`src/rtl/wb_sharedbus_arbiter.sv`:
```
// -----------------------------------------------------------------------------
// wb_sharedbus_arbiter
//
// Round-robin ownership controller for a Wishbone shared-bus interconnect.
// One master at a time owns the bus for a whole cyc cycle; when it lets go the
// next requester is granted on the same edge so there is no idle bubble. A
// watchdog aborts a strobe that no slave answers within `timeout` cycles by
// pulsing a forced error toward the owner.
//
// Parameters
//   numm     number of masters (2..8)
//   timeout  unanswered-strobe cycles before abort (0 disables the watchdog)
//
// Ports
//   clk       system clock
//   rst       synchronous active-high reset
//   cyc       per-master cyc request
//   stb_s     stb of the currently granted master
//   ack_s     OR of slave ack on the shared bus
//   err_s     OR of slave err on the shared bus
//   gnt       one-hot grant, zero when idle
//   gnt_idx   index of the owner, holds the last owner when idle
//   bus_busy  a master owns the bus
//   tmo_err   one-cycle forced err toward the owner
//   tmo_cnt   saturating count of watchdog aborts
// -----------------------------------------------------------------------------
module wb_sharedbus_arbiter #(
  parameter int numm    = 2,
  parameter int timeout = 255,
  localparam int iw     = $clog2(numm)
) (
  input  logic            clk,
  input  logic            rst,
  input  logic [numm-1:0] cyc,
  input  logic            stb_s,
  input  logic            ack_s,
  input  logic            err_s,
  output logic [numm-1:0] gnt,
  output logic [iw-1:0]   gnt_idx,
  output logic            bus_busy,
  output logic            tmo_err,
  output logic [7:0]      tmo_cnt
);

  // The watchdog counter needs at least one bit even when the watchdog is off.
  localparam int cw = (timeout > 0) ? $clog2(timeout + 1) : 1;
  localparam logic [cw-1:0] tmoLast = cw'((timeout > 0) ? timeout - 1 : 0);

  typedef enum logic [1:0] {IDLE, OWNED, ABORT, DRAIN} state_t;

  state_t            state_q, state_d;
  logic [numm-1:0]   gnt_q, gnt_d;
  logic [iw-1:0]     gntIdx_q, gntIdx_d;
  logic              busy_q, busy_d;
  logic              tmoErr_q, tmoErr_d;
  logic [7:0]        tmoCnt_q, tmoCnt_d;
  logic [iw-1:0]     ptr_q, ptr_d;
  logic [cw-1:0]     wdCnt_q, wdCnt_d;

  logic [2*numm-1:0] cycTwice;
  logic [numm-1:0]   cycRot;
  logic [iw:0]       scanSum;
  logic [iw-1:0]     win;
  logic              found;
  logic [iw-1:0]     nextPtr;
  logic              ownerCyc;
  logic              stall;
  logic              expire;
  logic              handOff;

  // Round-robin winner search. The request vector is rotated so that bit 0
  // corresponds to ptr; the first set bit of the rotated vector, mapped back
  // to an absolute index modulo numm, is the winner. Since the current owner
  // has always dropped its own cyc when this result is used for a hand-off,
  // the same search serves both a grant from idle and a back-to-back release.
  always_comb begin
    cycTwice = {cyc, cyc} >> ptr_q;
    cycRot   = cycTwice[numm-1:0];
    found    = 1'b0;
    win      = '0;
    scanSum  = '0;
    for (int k = 0; k < numm; k++) begin
      if (!found && cycRot[k]) begin
        found   = 1'b1;
        scanSum = {1'b0, ptr_q} + (iw+1)'(k);
        if (scanSum >= (iw+1)'(numm)) begin
          scanSum = scanSum - (iw+1)'(numm);
        end
        win = scanSum[iw-1:0];
      end
    end
    nextPtr = (win == iw'(numm - 1)) ? '0 : win + iw'(1);
  end

  // Watchdog: a cycle counts as stalled only while the bus is normally owned
  // and the strobe is unanswered; anything else restarts the count. Hitting
  // the limit clears the counter itself since the FSM leaves OWNED anyway.
  always_comb begin
    ownerCyc = cyc[gntIdx_q];
    stall    = (state_q == OWNED) && stb_s && !(ack_s || err_s);
    expire   = (timeout != 0) && stall && (wdCnt_q == tmoLast);
    wdCnt_d  = (stall && !expire) ? wdCnt_q + cw'(1) : '0;
  end

  // Ownership FSM. A release in OWNED or DRAIN re-uses the winner search so
  // the next master is granted on the very edge the owner lets go. ABORT
  // always lasts exactly one cycle, whatever the owner or slaves do.
  always_comb begin
    state_d  = state_q;
    gnt_d    = gnt_q;
    gntIdx_d = gntIdx_q;
    busy_d   = busy_q;
    tmoErr_d = 1'b0;
    tmoCnt_d = tmoCnt_q;
    ptr_d    = ptr_q;
    handOff  = 1'b0;

    case (state_q)
      IDLE: begin
        handOff = found;
      end
      OWNED: begin
        if (!ownerCyc) begin
          handOff = 1'b1;
        end else if (expire) begin
          state_d  = ABORT;
          tmoErr_d = 1'b1;
          tmoCnt_d = (tmoCnt_q == 8'hFF) ? 8'hFF : tmoCnt_q + 8'd1;
        end
      end
      ABORT: begin
        state_d = DRAIN;
      end
      DRAIN: begin
        handOff = !ownerCyc;
      end
      default: begin
        state_d = IDLE;
      end
    endcase

    if (handOff) begin
      if (found) begin
        state_d  = OWNED;
        gnt_d    = {{(numm-1){1'b0}}, 1'b1} << win;
        gntIdx_d = win;
        busy_d   = 1'b1;
        ptr_d    = nextPtr;
      end else begin
        state_d  = IDLE;
        gnt_d    = '0;
        busy_d   = 1'b0;
      end
    end
  end

  // State and output registers; reset overrides every other input.
  always_ff @(posedge clk) begin
    if (rst) begin
      state_q  <= IDLE;
      gnt_q    <= '0;
      gntIdx_q <= '0;
      busy_q   <= 1'b0;
      tmoErr_q <= 1'b0;
      tmoCnt_q <= '0;
      ptr_q    <= '0;
      wdCnt_q  <= '0;
    end else begin
      state_q  <= state_d;
      gnt_q    <= gnt_d;
      gntIdx_q <= gntIdx_d;
      busy_q   <= busy_d;
      tmoErr_q <= tmoErr_d;
      tmoCnt_q <= tmoCnt_d;
      ptr_q    <= ptr_d;
      wdCnt_q  <= wdCnt_d;
    end
  end

  assign gnt      = gnt_q;
  assign gnt_idx  = gntIdx_q;
  assign bus_busy = busy_q;
  assign tmo_err  = tmoErr_q;
  assign tmo_cnt  = tmoCnt_q;

endmodule
```
`config.mk`:
```
export PLATFORM = sky130hd
export DESIGN_NAME = wb_sharedbus_arbiter
export DESIGN_NICKNAME = d
export VERILOG_FILES = /design/src/rtl/wb_sharedbus_arbiter.sv
export SDC_FILE = /design/constraint.sdc
export NUM_CORES = 1
export LEC_CHECK = 0
export ABC_AREA = 1
export CAP_MARGIN = 5
export CORE_UTILIZATION = 51
export DETAILED_ROUTE_END_ITERATION = 6
export PLACE_DENSITY = 0.76
export SYNTH_ARGS = -nofsm -noshare
export SYNTH_HDL_FRONTEND = slang
export SYNTH_SLANG_ARGS = --single-unit
```
`constraint.sdc`:
```
create_clock -name clk -period 1.4 [get_ports clk]
set_input_delay 0.14 -clock clk [delete_from_list [all_inputs] [get_ports clk]]
set_output_delay 0.14 -clock clk [all_outputs]
set_load 0.03 [all_outputs]
```
After elaboration in Yosys (flattened, before gate mapping)
Cells that the tools add are included.
{"block": "totals", "ff_bits": 24}
{"block": "classes", "n_lt_le_gt_ge": 3, "bitwise": 3, "shifts": 2, "n_mux": 20, "eq_ne": 7, "reduce_logical": 17, "n_addsub": 6}
{"cell": "$add 8x1->8 const B", "count": 2}
{"cell": "$eq 8x8->1 const B", "count": 2}
{"cell": "$mux 1", "count": 13}
{"cell": "$mux 2", "count": 4}
{"cell": "$mux 8", "count": 1}
{"cell": "$ne 3x3->1 const B", "count": 2}
{"cell": "$reduce_and 3->1", "count": 2}
{"cell": "$logic_and 1x1->1", "count": 5}
{"cell": "$eq 2x2->1 const B", "count": 2}
{"cell": "$logic_not 1->1", "count": 4}
{"cell": "$pmux 2 s2", "count": 1}
{"cell": "$shr 4x1->2", "count": 1}
{"cell": "$not 1->1", "count": 3}
{"cell": "$pmux 1 s3", "count": 1}
{"cell": "$reduce_bool 3->1", "count": 1}
{"cell": "$reduce_or 3->1", "count": 1}
{"cell": "$add 1x1->2 const B", "count": 1}
{"cell": "$eq 2x1->1 const B", "count": 1}
{"cell": "$ge 1x2->1 const B", "count": 1}
{"cell": "$ge 2x2->1 const B", "count": 1}
{"cell": "$logic_not 2->1", "count": 1}
{"cell": "$lt 1x2->1 const B", "count": 1}
{"cell": "$reduce_and 2->1", "count": 1}
{"cell": "$reduce_or 2->1", "count": 1}
{"cell": "other kinds (4)", "count": 5}

Logic depth before layout (Yosys ltp)
{"block": "logic_depth", "depth_word": 8, "ltp_mapped": 11, "ltp_nobuf": 10}

Worst setup path before layout
OpenSTA, ideal clock, no wires.
{"block": "synth_timing", "kind": "register to register", "from": "register tmoCnt_q[0], in the netlist tmo_cnt[0]", "to": "register tmoCnt_q[4], in the netlist tmo_cnt[4]", "stages_incl_launch_ff": 9, "arrival_time_ns": 1.439, "period_less_slack_ns": 1.509, "required_ns": 1.330, "path_buffers": 0, "path_slack_ns": -0.109, "path_cell_list": "dfxtp_1 > ha_1 > nand2_1 > nor2_1 > inv_1 > or2_1 > nand3_1 > nand2_1 > a21oi_1"}
{"block": "synth_between", "elab_chain_len": 2, "elab_cells_between_ends": 3, "classes_between": "1 x add/sub; 1 x eq/ne; 1 x mux"}
{"item": "start: declaration", "line": "56", "text": "logic [7:0] tmoCnt_q, tmoCnt_d;"}
{"item": "start signal: assignment", "line": "174", "text": "tmoCnt_q <= tmoCnt_d;"}
{"item": "$add 8x1->8 / $eq 8x8->1 (equally long branches)", "line": "128", "text": "tmoCnt_d = (tmoCnt_q == 8'hFF) ? 8'hFF : tmoCnt_q + 8'd1;"}
{"item": "$mux 8 (*)", "line": "128"}
Every way passes the cells marked *; elsewhere a longest branch is shown, timed or not.
A chain may end at the register's enable or synchronous reset.

Worst setup path after layout
{"block": "layout_timing", "from": "register tmoCnt_q[2], in the netlist tmo_cnt[2]", "to": "output tmo_cnt[2]"}
{"item": "end: declaration", "line": "42", "text": "output logic [7:0] tmo_cnt"}
No word-level cell between the ends.

==> metrics <==
slowest CP cell dfxtp_1; antenna diode count 0; clk sinks 24; net count after synthesis roughly 170; # setup viols final 0; gpl congestion 0.785; drt pass-1 iters 4; top cells by count, synth 48 x nand2_1, 24 x dfxtp_1, 16 x inv_1, 16 x nand3_1, 15 x nor2_1; actual slew at the worst max-slew pin 334 ps; status finished, final reports clean; initial antenna violation count 0; FF+latch count, synth 24; vias in the first global route between 1,000 and 1,500; CORE AREA slightly above 2000 sq um; Horiz. Die Dim 49.6 microns; WL/cell 11.0 microns; Cells after DPL between 200 and 250; gr usage total 0.232; Syn Std Cell Area between 1000 and 1500 sq um; CP endpoint kind primary output; GR Util met2 0.383; Main synth FF type dfxtp_1; Mapped Avg Cell Area a little over 7 sq um; Most Used Layer, Global Route met2; Lkg Pwr roughly 0.00071 uW; row count 16; GR Overflow Total 0; GR Layer Usage met3 0.0401; CP cell instances dlygate4sd2_1; # port buffers 19; layout cells sized above 1 0.217; fmax ~750 MHz; ys async rst share 0; crit-path leading delay family flip-flops; Synth area leaders dfxtp_1 42%, nand2_1 16%, nand3_1 6.9%; Buf/Inv on CP 1; Peak VDD IR 0.591 mV; first-pass GRT wire length around 4.5 mm; DPL Wire Length between 1.5 and 2 mm; endpoints failing hold 0; top-count cell post-synth nand2_1; Slew HR 0.777; grt met1 use 0.298; Final Cycle Share 0.957; Synth area leader dfxtp_1; Hold Buf Count CTS 0; hold slack 466 ps; total power ~1200 uW; Clk pin slew, worst setup/hold paths about 130 ps; initial core utilization 0.567; Worst-Skew Late Latency 310 ps; total number of yosys warnings 0; Worst path max stage delay roughly 470 ps; max-slew violations 0; Critical Path Start Type flip-flop; DRC viols 0; htree depth 1; post-synth top area share 0.415; Final Critical Period about 1300 ps; Root Buffer clkbuf_4; Max Clock Skew slightly above 7 ps; worst setup margin 59.9 ps; crit-path max FO 6; Synth cell types 26; die height roughly 50 microns; full die area around 2500 sq um; I/O pin cnt 20; final wirelength 2.49 mm; register area share after synthesis 0.415; Gate Count Post-Synth around 160; initial drt markers 18; WS Path Type flip-flop to primary output; CTS Buffer Depth 2; routed vias between 1,000 and 1,500; largest net degree at the start of global routing 14; post-route ant nets 0; Worst Path Required ~1300 ps; PD cells around 800 nW/um^2; post-place setup slack -131 ps; non-filler instance count after layout about 230; Layout Nets between 200 and 250; Worst Path Arrival between 1000 and 1500 ps; Vias/cell a little over 5; max-cap violations 0; CTS tree built; worst hold path class flip-flop to flip-flop; CTS Buf Count 3; setup TNS 0 ps; Post-synth EDFFs 0; area delta synth->final 33.9%
[per-layer routing]
| metal | wire [microns] | vias to the layer above |
|---|---|---|
| li1 | - | 589 |
| met1 | 1120 | 519 |
| met3 | 102 | 4 |
| met5 | 0 | - |
| met4 | 21 | 0 |
| met2 | 1240 | 31 |
[metrics by stage]
stage                     cell area (sq um)  utilization
after global routing                   1550        0.759
after CTS                              1460        0.716
final                                  1550        0.759
after global placement                 1440        0.703
after detailed placement               1440        0.703
after floorplan                        1160            -
[sequential cells by signal (all words and copies together) (netlist names)]
register / flops
tmo_cnt: 8
wdCnt_q: 8
gnt: 2
state_q: 2
bus_busy: 1
gnt_idx: 1
ptr_q: 1
tmo_err: 1
[layout make-up]
class,count,area (sq um)
multi-input combinational,119,648
sequential,24,492
fill,176,492
timing repair buffer,31,265
inverter,20,75.1
clock buffer,4,36.3
tap,27,33.8
[where the power goes]
part           switching, uW  internal (uW)
Clock                    199            159
Sequential              11.3            700
Combinational           89.5           62.2
[timing repair]
item                       CTS  global route
pin swaps                    1             5
setup endpoints to repair   15            13
gates cloned                 1             0
setup buffers                0             3
resized for setup           13            21
[placed cells by master, fill, tap and decap left out, drive strengths merged]
cell type and count:
nor3b 2, dlygate4sd2 12, xnor2 2, nand3b 1, a21oi 10, dfxtp 24, nand3 16, clkdlybuf4s50 6
nor2 19, a31oi 1, xor2 2, nor3 2, clkdlybuf4s15 1, inv 19, nand2 51, nand4 2
ha 3, o21ai 3, or2 2, buf 12, clkbuf 4, clkinv 1, and2 1, a211oi 2
[worst paths after layout]
check	start	end	slack (ps)	cells past startpoint
hold / removal	ptr_q	ptr_q	470	2
setup reg to reg	tmo_cnt[0]	tmo_cnt[4]	80	8
setup / recovery	tmo_cnt[2]	tmo_cnt[2]	60	1
hold reg to reg	ptr_q	ptr_q	470	2
[cell families (layout without fill, tap and decap cells)]
logic type,count (synthesis),after routing,share of synthesized area
AND/OR/NAND/NOR,95,96,0.370
flip-flops,24,24,0.415
buffers and inverters,22,55,0.0778
AO/OA/AOI/OAI,16,16,0.0746
XOR/XNOR,4,4,0.0303
adder cells (fa/ha/maj),3,3,0.0324
[tightest hold or removal path, delay by kind of cell (launching register included)]
kind / cells / cell delay [ps]
flip-flops: 1 / 330
AND/OR/NAND/NOR: 1 / 60
AO/OA/AOI/OAI: 1 / 50
Note: power is estimated with default switching activity, not from simulation.
